### src/rtl/data_mem_arbiter_if.sv
// Data-RAM arbiter bus: pipeline port A, loader port B, and the RAM issue path.
// slave = arbiter side, master = requesters and RAM side.
interface data_mem_arbiter_if #(
    parameter int DATA_W = 24,
    parameter int ADDR_W = 10
);
    logic              a_req;
    logic              a_we;
    logic [ADDR_W-1:0] a_addr;
    logic [DATA_W-1:0] a_wdata;
    logic              a_stall;
    logic              a_rvalid;
    logic [DATA_W-1:0] a_rdata;

    logic              b_req;
    logic              b_we;
    logic [ADDR_W-1:0] b_addr;
    logic [DATA_W-1:0] b_wdata;
    logic              b_gnt;
    logic              b_rvalid;
    logic [DATA_W-1:0] b_rdata;

    logic              mem_en;
    logic              mem_we;
    logic [ADDR_W-1:0] mem_addr;
    logic [DATA_W-1:0] mem_wdata;
    logic [DATA_W-1:0] mem_rdata;

    modport slave (
        input  a_req, a_we, a_addr, a_wdata,
        input  b_req, b_we, b_addr, b_wdata,
        input  mem_rdata,
        output a_stall, a_rvalid, a_rdata,
        output b_gnt, b_rvalid, b_rdata,
        output mem_en, mem_we, mem_addr, mem_wdata
    );

    modport master (
        output a_req, a_we, a_addr, a_wdata,
        output b_req, b_we, b_addr, b_wdata,
        output mem_rdata,
        input  a_stall, a_rvalid, a_rdata,
        input  b_gnt, b_rvalid, b_rdata,
        input  mem_en, mem_we, mem_addr, mem_wdata
    );
endinterface

### src/rtl/data_mem_arbiter.sv
// Two-port arbiter for the single-port data RAM: pipeline A has priority,
// loader B is guaranteed progress by a starvation counter.
module data_mem_arbiter #(
    parameter int DATA_W   = 24,
    parameter int ADDR_W   = 10,
    parameter int MAX_WAIT = 4,
    parameter int CNT_W    = 16
) (
    input  logic             clk,
    input  logic             reset,
    data_mem_arbiter_if.slave bus,
    output logic [CNT_W-1:0] conflict_cnt
);
    localparam logic [0:0] NORMAL  = 1'b0;
    localparam logic [0:0] FORCE_B = 1'b1;

    localparam logic [3:0] WAIT_MAX  = 4'(MAX_WAIT);
    localparam logic [3:0] WAIT_LAST = 4'(MAX_WAIT - 1);

    logic [0:0]       state_q, state_d;
    logic [3:0]       wait_q, wait_d;
    logic             a_rv_q, a_rv_d;
    logic             b_rv_q, b_rv_d;
    logic [CNT_W-1:0] conf_q, conf_d;

    logic              grant_a, grant_b;
    logic [ADDR_W-1:0] addr_sel;
    logic [DATA_W-1:0] wdata_sel;
    logic              we_sel;

    always_comb begin
        grant_a = 1'b0;
        grant_b = 1'b0;
        case (state_q)
            FORCE_B: begin
                grant_b = bus.b_req;
                grant_a = bus.a_req & ~bus.b_req;
            end
            default: begin
                grant_a = bus.a_req;
                grant_b = bus.b_req & ~bus.a_req;
            end
        endcase
    end

    always_comb begin
        we_sel    = 1'b0;
        addr_sel  = '0;
        wdata_sel = '0;
        unique case (1'b1)
            grant_a: begin
                we_sel    = bus.a_we;
                addr_sel  = bus.a_addr;
                wdata_sel = bus.a_wdata;
            end
            grant_b: begin
                we_sel    = bus.b_we;
                addr_sel  = bus.b_addr;
                wdata_sel = bus.b_wdata;
            end
            default: ;
        endcase
    end

    assign bus.mem_en    = grant_a | grant_b;
    assign bus.mem_we    = we_sel;
    assign bus.mem_addr  = addr_sel;
    assign bus.mem_wdata = wdata_sel;
    assign bus.a_stall   = bus.a_req & ~grant_a;
    assign bus.b_gnt     = grant_b;

    // Read owner tracked directly as the per-port rvalid for the next cycle.
    always_comb begin
        a_rv_d = grant_a & ~bus.a_we;
        b_rv_d = grant_b & ~bus.b_we;
    end

    always_comb begin
        state_d = NORMAL;
        wait_d  = wait_q;
        if (!bus.b_req || grant_b) begin
            wait_d = '0;
        end else begin
            if (wait_q < WAIT_MAX)
                wait_d = wait_q + 4'd1;
            if (state_q == NORMAL && wait_q == WAIT_LAST)
                state_d = FORCE_B;
        end
    end

    always_comb begin
        conf_d = conf_q;
        if (bus.a_req && bus.b_req && conf_q != '1)
            conf_d = conf_q + 1'b1;
    end

    always_ff @(posedge clk or negedge reset) begin
        if (!reset) begin
            state_q <= NORMAL;
            wait_q  <= '0;
            a_rv_q  <= 1'b0;
            b_rv_q  <= 1'b0;
            conf_q  <= '0;
        end else begin
            state_q <= state_d;
            wait_q  <= wait_d;
            a_rv_q  <= a_rv_d;
            b_rv_q  <= b_rv_d;
            conf_q  <= conf_d;
        end
    end

    assign bus.a_rvalid = a_rv_q;
    assign bus.b_rvalid = b_rv_q;
    assign bus.a_rdata  = bus.mem_rdata;
    assign bus.b_rdata  = bus.mem_rdata;
    assign conflict_cnt = conf_q;
endmodule
### src/flat_wrapper.sv
// flat-port wrapper written by rule: the top's interface ports become plain ports
module data_mem_arbiter_flat 
#(
    parameter int DATA_W   = 24,
    parameter int ADDR_W   = 10,
    parameter int MAX_WAIT = 4,
    parameter int CNT_W    = 16
)
  (clk, reset, conflict_cnt, bus_a_req, bus_a_we, bus_a_addr, bus_a_wdata, bus_b_req, bus_b_we, bus_b_addr, bus_b_wdata, bus_mem_rdata, bus_a_stall, bus_a_rvalid, bus_a_rdata, bus_b_gnt, bus_b_rvalid, bus_b_rdata, bus_mem_en, bus_mem_we, bus_mem_addr, bus_mem_wdata);
  data_mem_arbiter_if #(.DATA_W(DATA_W), .ADDR_W(ADDR_W)) bus_i ();
  input  logic clk;
  input  logic reset;
  output logic [CNT_W-1:0] conflict_cnt;
  input wire logic [$bits(bus_i.a_req)-1:0] bus_a_req;
  input wire logic [$bits(bus_i.a_we)-1:0] bus_a_we;
  input wire logic [$bits(bus_i.a_addr)-1:0] bus_a_addr;
  input wire logic [$bits(bus_i.a_wdata)-1:0] bus_a_wdata;
  input wire logic [$bits(bus_i.b_req)-1:0] bus_b_req;
  input wire logic [$bits(bus_i.b_we)-1:0] bus_b_we;
  input wire logic [$bits(bus_i.b_addr)-1:0] bus_b_addr;
  input wire logic [$bits(bus_i.b_wdata)-1:0] bus_b_wdata;
  input wire logic [$bits(bus_i.mem_rdata)-1:0] bus_mem_rdata;
  output wire logic [$bits(bus_i.a_stall)-1:0] bus_a_stall;
  output wire logic [$bits(bus_i.a_rvalid)-1:0] bus_a_rvalid;
  output wire logic [$bits(bus_i.a_rdata)-1:0] bus_a_rdata;
  output wire logic [$bits(bus_i.b_gnt)-1:0] bus_b_gnt;
  output wire logic [$bits(bus_i.b_rvalid)-1:0] bus_b_rvalid;
  output wire logic [$bits(bus_i.b_rdata)-1:0] bus_b_rdata;
  output wire logic [$bits(bus_i.mem_en)-1:0] bus_mem_en;
  output wire logic [$bits(bus_i.mem_we)-1:0] bus_mem_we;
  output wire logic [$bits(bus_i.mem_addr)-1:0] bus_mem_addr;
  output wire logic [$bits(bus_i.mem_wdata)-1:0] bus_mem_wdata;
  assign bus_i.a_req = bus_a_req;
  assign bus_i.a_we = bus_a_we;
  assign bus_i.a_addr = bus_a_addr;
  assign bus_i.a_wdata = bus_a_wdata;
  assign bus_i.b_req = bus_b_req;
  assign bus_i.b_we = bus_b_we;
  assign bus_i.b_addr = bus_b_addr;
  assign bus_i.b_wdata = bus_b_wdata;
  assign bus_i.mem_rdata = bus_mem_rdata;
  assign bus_a_stall = bus_i.a_stall;
  assign bus_a_rvalid = bus_i.a_rvalid;
  assign bus_a_rdata = bus_i.a_rdata;
  assign bus_b_gnt = bus_i.b_gnt;
  assign bus_b_rvalid = bus_i.b_rvalid;
  assign bus_b_rdata = bus_i.b_rdata;
  assign bus_mem_en = bus_i.mem_en;
  assign bus_mem_we = bus_i.mem_we;
  assign bus_mem_addr = bus_i.mem_addr;
  assign bus_mem_wdata = bus_i.mem_wdata;
  data_mem_arbiter #(.DATA_W(DATA_W), .ADDR_W(ADDR_W), .MAX_WAIT(MAX_WAIT), .CNT_W(CNT_W)) u_core (.clk(clk), .reset(reset), .bus(bus_i), .conflict_cnt(conflict_cnt));
endmodule
### config.mk
export PLATFORM = sky130hd
export DESIGN_NAME = data_mem_arbiter_flat
export DESIGN_NICKNAME = d
export VERILOG_FILES = /design/src/rtl/data_mem_arbiter_if.sv /design/src/rtl/data_mem_arbiter.sv /design/src/flat_wrapper.sv
export SDC_FILE = /design/constraint.sdc
export NUM_CORES = 1
export LEC_CHECK = 0
export CORE_AREA = 2 2 79 81
export DETAILED_ROUTE_END_ITERATION = 12
export DIE_AREA = 0 0 81 83
export DONT_BUFFER_PORTS = 1
export GPL_ROUTABILITY_DRIVEN = 0
export PLACE_DENSITY = 0.5
export SKIP_CTS_REPAIR_TIMING = 1
export SLEW_MARGIN = 20
export SYNTH_ARGS = -nofsm -noshare
export SYNTH_HDL_FRONTEND = slang
export SYNTH_SLANG_ARGS = --single-unit
export TNS_END_PERCENT = 30
### constraint.sdc
create_clock -name clk -period 2.82 [get_ports clk]
set_clock_uncertainty 0.05 [all_clocks]
set_input_delay 0.564 -clock clk [delete_from_list [all_inputs] [get_ports clk]]
set_output_delay 0.564 -clock clk [all_outputs]
set_load 0.03 [all_outputs]
==> results.cfg, run 1 <==
[critical_path]
path_buf_inv = 2
cp_slowest_stage_delay_ns = 0.44
crit_chain = inv_1 -> a21boi_4 -> buf_4 -> a22o_1
path_delay_family = compound AO/OA/AOI/OAI gates
crit_arrival_ns = 1.73
crit_fanout = 37
crit_path_start_kind = register
cp_slowest_cell = a22o_1
required_ns = 2.21
crit_type = register to output port
critical_path.endpoint_type = output port

[grt]
track_usage = 0.1472
grt_pass1_wl_microns = 7479
grt_pass1_vias = 1270
grt-ovfl-total = 0
grt_max_degree = 38
antenna_found_initial = 0

[synth]
ys_warn_count = 0
ys_types = 29
synth_edf_count = 0
synth_area_per_cell_sq_um = 9.505
synthCells = 186
ys.flop_type = dfrtp_1
synth_seq_area_share = 0.3255
syn-cell-area_sq_um = 1768
synthArstFlopShare = 1.000
synth_nets = 286
synth-seq-cells = 23

[run]
maxCapViolCount = 0

[power]
vdd_drop_max_uv = 266.9
power.leakage_nw = 0.7397
power_density_nw_per_um2 = 634.5
finalPower_w = 0.001004

[sta]
setup_slack_ns = 0.4782
setup_tns_ns = 0
final-max-slew-violation-count = 0
min_period_over_period = 0.8304
tightest_slew_ns = 0.6140
fmax_mhz = 427.0
hold_violations = 0
relSlewSlack = 0.5892
setup_violations = 0
post-route-min-period_ns = 2.342
rsz0062_at_grt = false

[die]
rows = 28
design.core.area_sq_um = 5816
chipHeight_microns = 83
io_pins = 202
fp.dieArea_sq_um = 6723
die_w_microns = 81
initial_core_util = 0.3040

[finish]
fin_nets = 241
antenna_cells = 0
final_layout_size_suffix_gt1_frac = 0.1214
syn_to_final_growth_pct = -10.47
most-common-layout-cells = a22o_1 (35), dfrtp_1 (23), xor2_1 (11)
final_cell_area_sq_um = 1583
layout_commonest_cell = a22o_1
fill_cells = 641

[clock_tree]
clk_pin_slew_ns = 0.09
cts_buffers = 3
cts-root-buf = clkbuf_8
cts_tree = yes
insertion_delay_ns = 0.27
max-clock-path-buffers = 2
htreeDepth = 1
clock-sinks = 23

[routing]
wl_per_cell_microns = 23.57
antenna_left = 0
drt_wl_total_microns = 5067
routed_via_density = 5.684
drt_iter0_drc = 44
route.detailed.drc = 0
first_pass_iters = 3
vias = 1222

[placed_design]
dpl_cell_area_sq_um = 1516
io_buffers = 0
place_ws_ns = 0.5740
hpwl_microns = 4199

[outcome]
status = complete, no violations

[hold_path]
hp-class = primary input to async pin
-- final cells by class --
type	count	area, sq um	share of cell area
repair buffers	4	42.54	0.02688
flip-flops and latches	23	575.6	0.3636
clock inverters	1	5.005	0.003162
well taps	75	93.84	0.05929
multi-input cells	105	809.5	0.5115
clock buffers	3	41.29	0.02609
inverters	4	15.01	0.009486
-- path summary, 6_finish.rpt --
path	startpoint	slack (ns)	end	depth (start not counted)
max in group asynchronous	reset	2.53	u_core.conflict_cnt[4]	1
worst min register to register	u_core.wait_q[2]	0.46	u_core.state_q	1
worst max register to register	u_core.conflict_cnt[0]	0.62	u_core.conflict_cnt[1]	5
worst max-delay path	u_core.state_q	0.48	bus_mem_wdata[5]	4
min in group clk	bus_a_we	0.29	u_core.bus.a_rvalid	1
worst min-delay path	reset	0.03	u_core.conflict_cnt[11]	1
-- worst register-to-register path, cell delays in order (launching register included) --
cell,delay (ns)
dfrtp_1,0.60
ha_1,0.28
nand3_1,0.17
nor4_4,0.59
nor2_2,0.10
mux2_4,0.31
-- power by group --
part	internal, W	switching (W)	leakage, nW
Sequential	0.000372	0.000168	0.298
Combinational	0.0000857	0.000166	0.417
Clock	0.0000989	0.000114	0.0255
-- kinds of logic after synthesis --
family	Yosys count	synth area share
simple gates	45	0.1550
buf+inv	58	0.2251
fa+ha+maj	2	0.01415
compound gates	42	0.1960
flops	23	0.3255
mux	2	0.01486
xor+xnor	14	0.06936
-- routing by layer --
| metal | global-route usage | wire length [microns] |
|---|---|---|
| met1 | 0.1624 | 1808 |
| met2 | 0.2600 | 2684 |
| met3 | 0.05435 | 524 |
| met4 | 0.04006 | 50 |
| met5 | 0 | 0 |
-- metrics by stage --
step / instances / utilization / hold slack, ns
2_1_floorplan: 186 / - / 0.2184
3_3_place_gp: 210 / 0.2608 / 0.2189
3_5_place_dp: 210 / 0.2608 / 0.2191
4_1_cts: 214 / 0.2687 / -0.08058
5_1_grt: 215 / 0.2722 / 0.03644
6_report: 215 / 0.2722 / 0.03320
-- registers in the layout, indices dropped and copies added (netlist names) --
register	count
u_core.bus.a_rvalid	1
u_core.bus.b_rvalid	1
u_core.conflict_cnt	16
u_core.state_q	1
u_core.wait_q	4
-- synth_stat cells, types with 2 or more instances --
cell type	count	area share
xnor2_1	3	0.015
a22o_1	35	0.17
nand4_1	4	0.014
buf_4	48	0.20
ha_1	2	0.014
nand2_1	7	0.015
dfrtp_1	23	0.33
inv_1	4	0.0085
clkbuf_1	6	0.013
nor4_1	5	0.018
a21boi_1	2	0.0085
xor2_1	11	0.054
o21ai_0	2	0.0057
nor3_1	5	0.014
nor4b_1	2	0.0099
a21oi_1	3	0.0085
nor2_1	9	0.019
nand3_1	3	0.0085
nor2b_1	2	0.0071
(Power assumes the default switching activity.)
==> run 2: changes to the inputs <==
- PLACE_DENSITY: 0.5 -> 0.51
- clock period: 2.82 -> 2 ns (I/O delays scaled with it)
==> run 2 against run 1 <==
Against the previous run:
- cell area rose by 54%
- power rose by 72%
- final cell count rose by 22%
- sequential cell count did not move
- non-clock buffer count rose by 47
- count of clock-buffer cells in the layout rose by 1
- first-iteration DRC count rose by 98%
- global-route usage rose by 3.7 points
- combinational power rose to 3.4 times the previous value
- critical path type unchanged
- largest power group is now combinational cells
==> results.cfg, run 2 (synthesized netlist as in run 1, its figures left out) <==
[outcome]
status = complete, no violations

[sta]
post-route-min-period_ns = 1.965
min_period_over_period = 0.9826
tightest_slew_ns = 0.3577
setup_tns_ns = 0
hold_violations = 0
rsz0062_at_grt = true
final-max-slew-violation-count = 0
relSlewSlack = 0.7594
fmax_mhz = 508.8
setup_violations = 0

[clock_tree]
clock-sinks = 23
cts_buffers = 3
cts_tree = yes
insertion_delay_ns = 0.26
clk_pin_slew_ns = 0.08
htreeDepth = 1
max-clock-path-buffers = 2
cts-root-buf = clkbuf_8

[critical_path]
path_delay_family = buffers and inverters
crit_arrival_ns = 1.52
crit_chain = inv_2 -> a21boi_4 -> buf_4 -> buf_12 -> a22o_4 -> buf_12
critical_path.endpoint_type = output port
crit_path_start_kind = register
cp_slowest_cell = dfrtp_1
crit_fanout = 11
required_ns = 1.55
reg2reg_depth = 6
cp_common_cell = buf_12
path_buf_inv = 4
path_depth = 6
cp_slowest_stage_delay_ns = 0.41
crit_type = register to output port

[power]
vdd_drop_max_uv = 508.7
power.leakage_nw = 1.160
finalPower_w = 0.001724
seq_power_share = 0.338
swShare = 0.3982
p_sw_w = 0.0006865
power_density_nw_per_um2 = 705.8
p_int_w = 0.001037
p_clk_frac = 0.165
pwr-share-comb = 0.497

[die]
design.core.area_sq_um = 5816
io_pins = 202
die_w_microns = 81
initial_core_util = 0.3040
fp.dieArea_sq_um = 6723
chipHeight_microns = 83
rows = 28

[routing]
route.detailed.drc = 0
drt_iter0_drc = 87
wl_per_cell_microns = 26.43
antenna_left = 0
routed_via_density = 5.546
first_pass_iters = 5
drt_wl_total_microns = 6925
vias = 1453

[hold_path]
hp-class = primary input to register
hold_path_depth = 1

[finish]
final_layout_size_suffix_gt1_frac = 0.4973
antenna_cells = 0
fin_nets = 288
final_cells = 262
most-common-layout-cells = buf_12 (23), dfrtp_1 (23), buf_4 (21)
largest_reg_flops = 16
syn_to_final_growth_pct = 38.15

[grt]
grt_pass1_vias = 1468
grt_max_degree = 38
track_usage = 0.1841
grt_util_met1 = 0.1640
grt-ovfl-total = 0
grt_pass1_wl_microns = 9011
antenna_found_initial = 0
gr-usage-met3 = 0.07391
met2_usage = 0.3719
busiest_layer = met2

[run]
maxCapViolCount = 0

[placed_design]
io_buffers = 0
place_inst = 250
hpwl_microns = 5384
[run 2: cell types whose count changed in the layout (fill, tap and decap cells not counted), moves of 2 or more]
cell,before,now
a22o_2,0,11
buf_4,3,21
a22o_4,0,19
buf_12,1,23
clkbuf_16,0,2
buf_6,0,4
a22o_1,35,5
[run 2: area by class of cell]
type                       count  area, sq um
fill                         560         3373
multi-input combinational    105        989.7
timing repair buffer          51        723.2
sequential                    23        575.6
tap                           75        93.84
clock buffer                   4        45.04
inverter                       4        15.01
[run 2: metal layers]
layer | part of all wire | up-vias
met5 | 0 | -
met4 | 0.012 | 0
li1 | - | 625
met1 | 0.31 | 706
met3 | 0.11 | 10
met2 | 0.57 | 112
[run 2: final timing paths]
path,from,to,slack (ns)
worst max-delay path,u_core.state_q,bus_mem_addr[7],0.03
worst min register to register,u_core.wait_q[2],u_core.state_q,0.47
worst min-delay path,bus_a_we,u_core.bus.a_rvalid,0.14
min in group asynchronous,reset,u_core.conflict_cnt[7],0.52
max in group asynchronous,reset,u_core.bus.a_rvalid,1.24
worst max register to register,u_core.conflict_cnt[0],u_core.conflict_cnt[8],0.25
[run 2: stage by stage]
stage | area (sq um) | worst slack [ns] | utilization | hold WS [ns]
after floorplan | 1773 | 0.01657 | - | 0.05441
after global routing | 2442 | -0.02373 | 0.4200 | 0.1355
after CTS | 2137 | -0.02680 | 0.3675 | -0.2321
final | 2442 | 0.03476 | 0.4200 | 0.1449
after detailed placement | 2092 | 0.2650 | 0.3597 | 0.05496
after global placement | 2092 | 0.3075 | 0.3597 | 0.05494
[run 2: power by group through the flow]
stage | Combinational (W) | Sequential (W) | Clock (W)
2_1_floorplan | 0.000482 | 0.000741 | 0
3_3_place_gp | 0.000759 | 0.000586 | 0
3_5_place_dp | 0.000777 | 0.000593 | 0
4_1_cts | 0.000779 | 0.000584 | 0.000296
5_1_grt | 0.000901 | 0.000591 | 0.000310
6_report | 0.000857 | 0.000583 | 0.000284
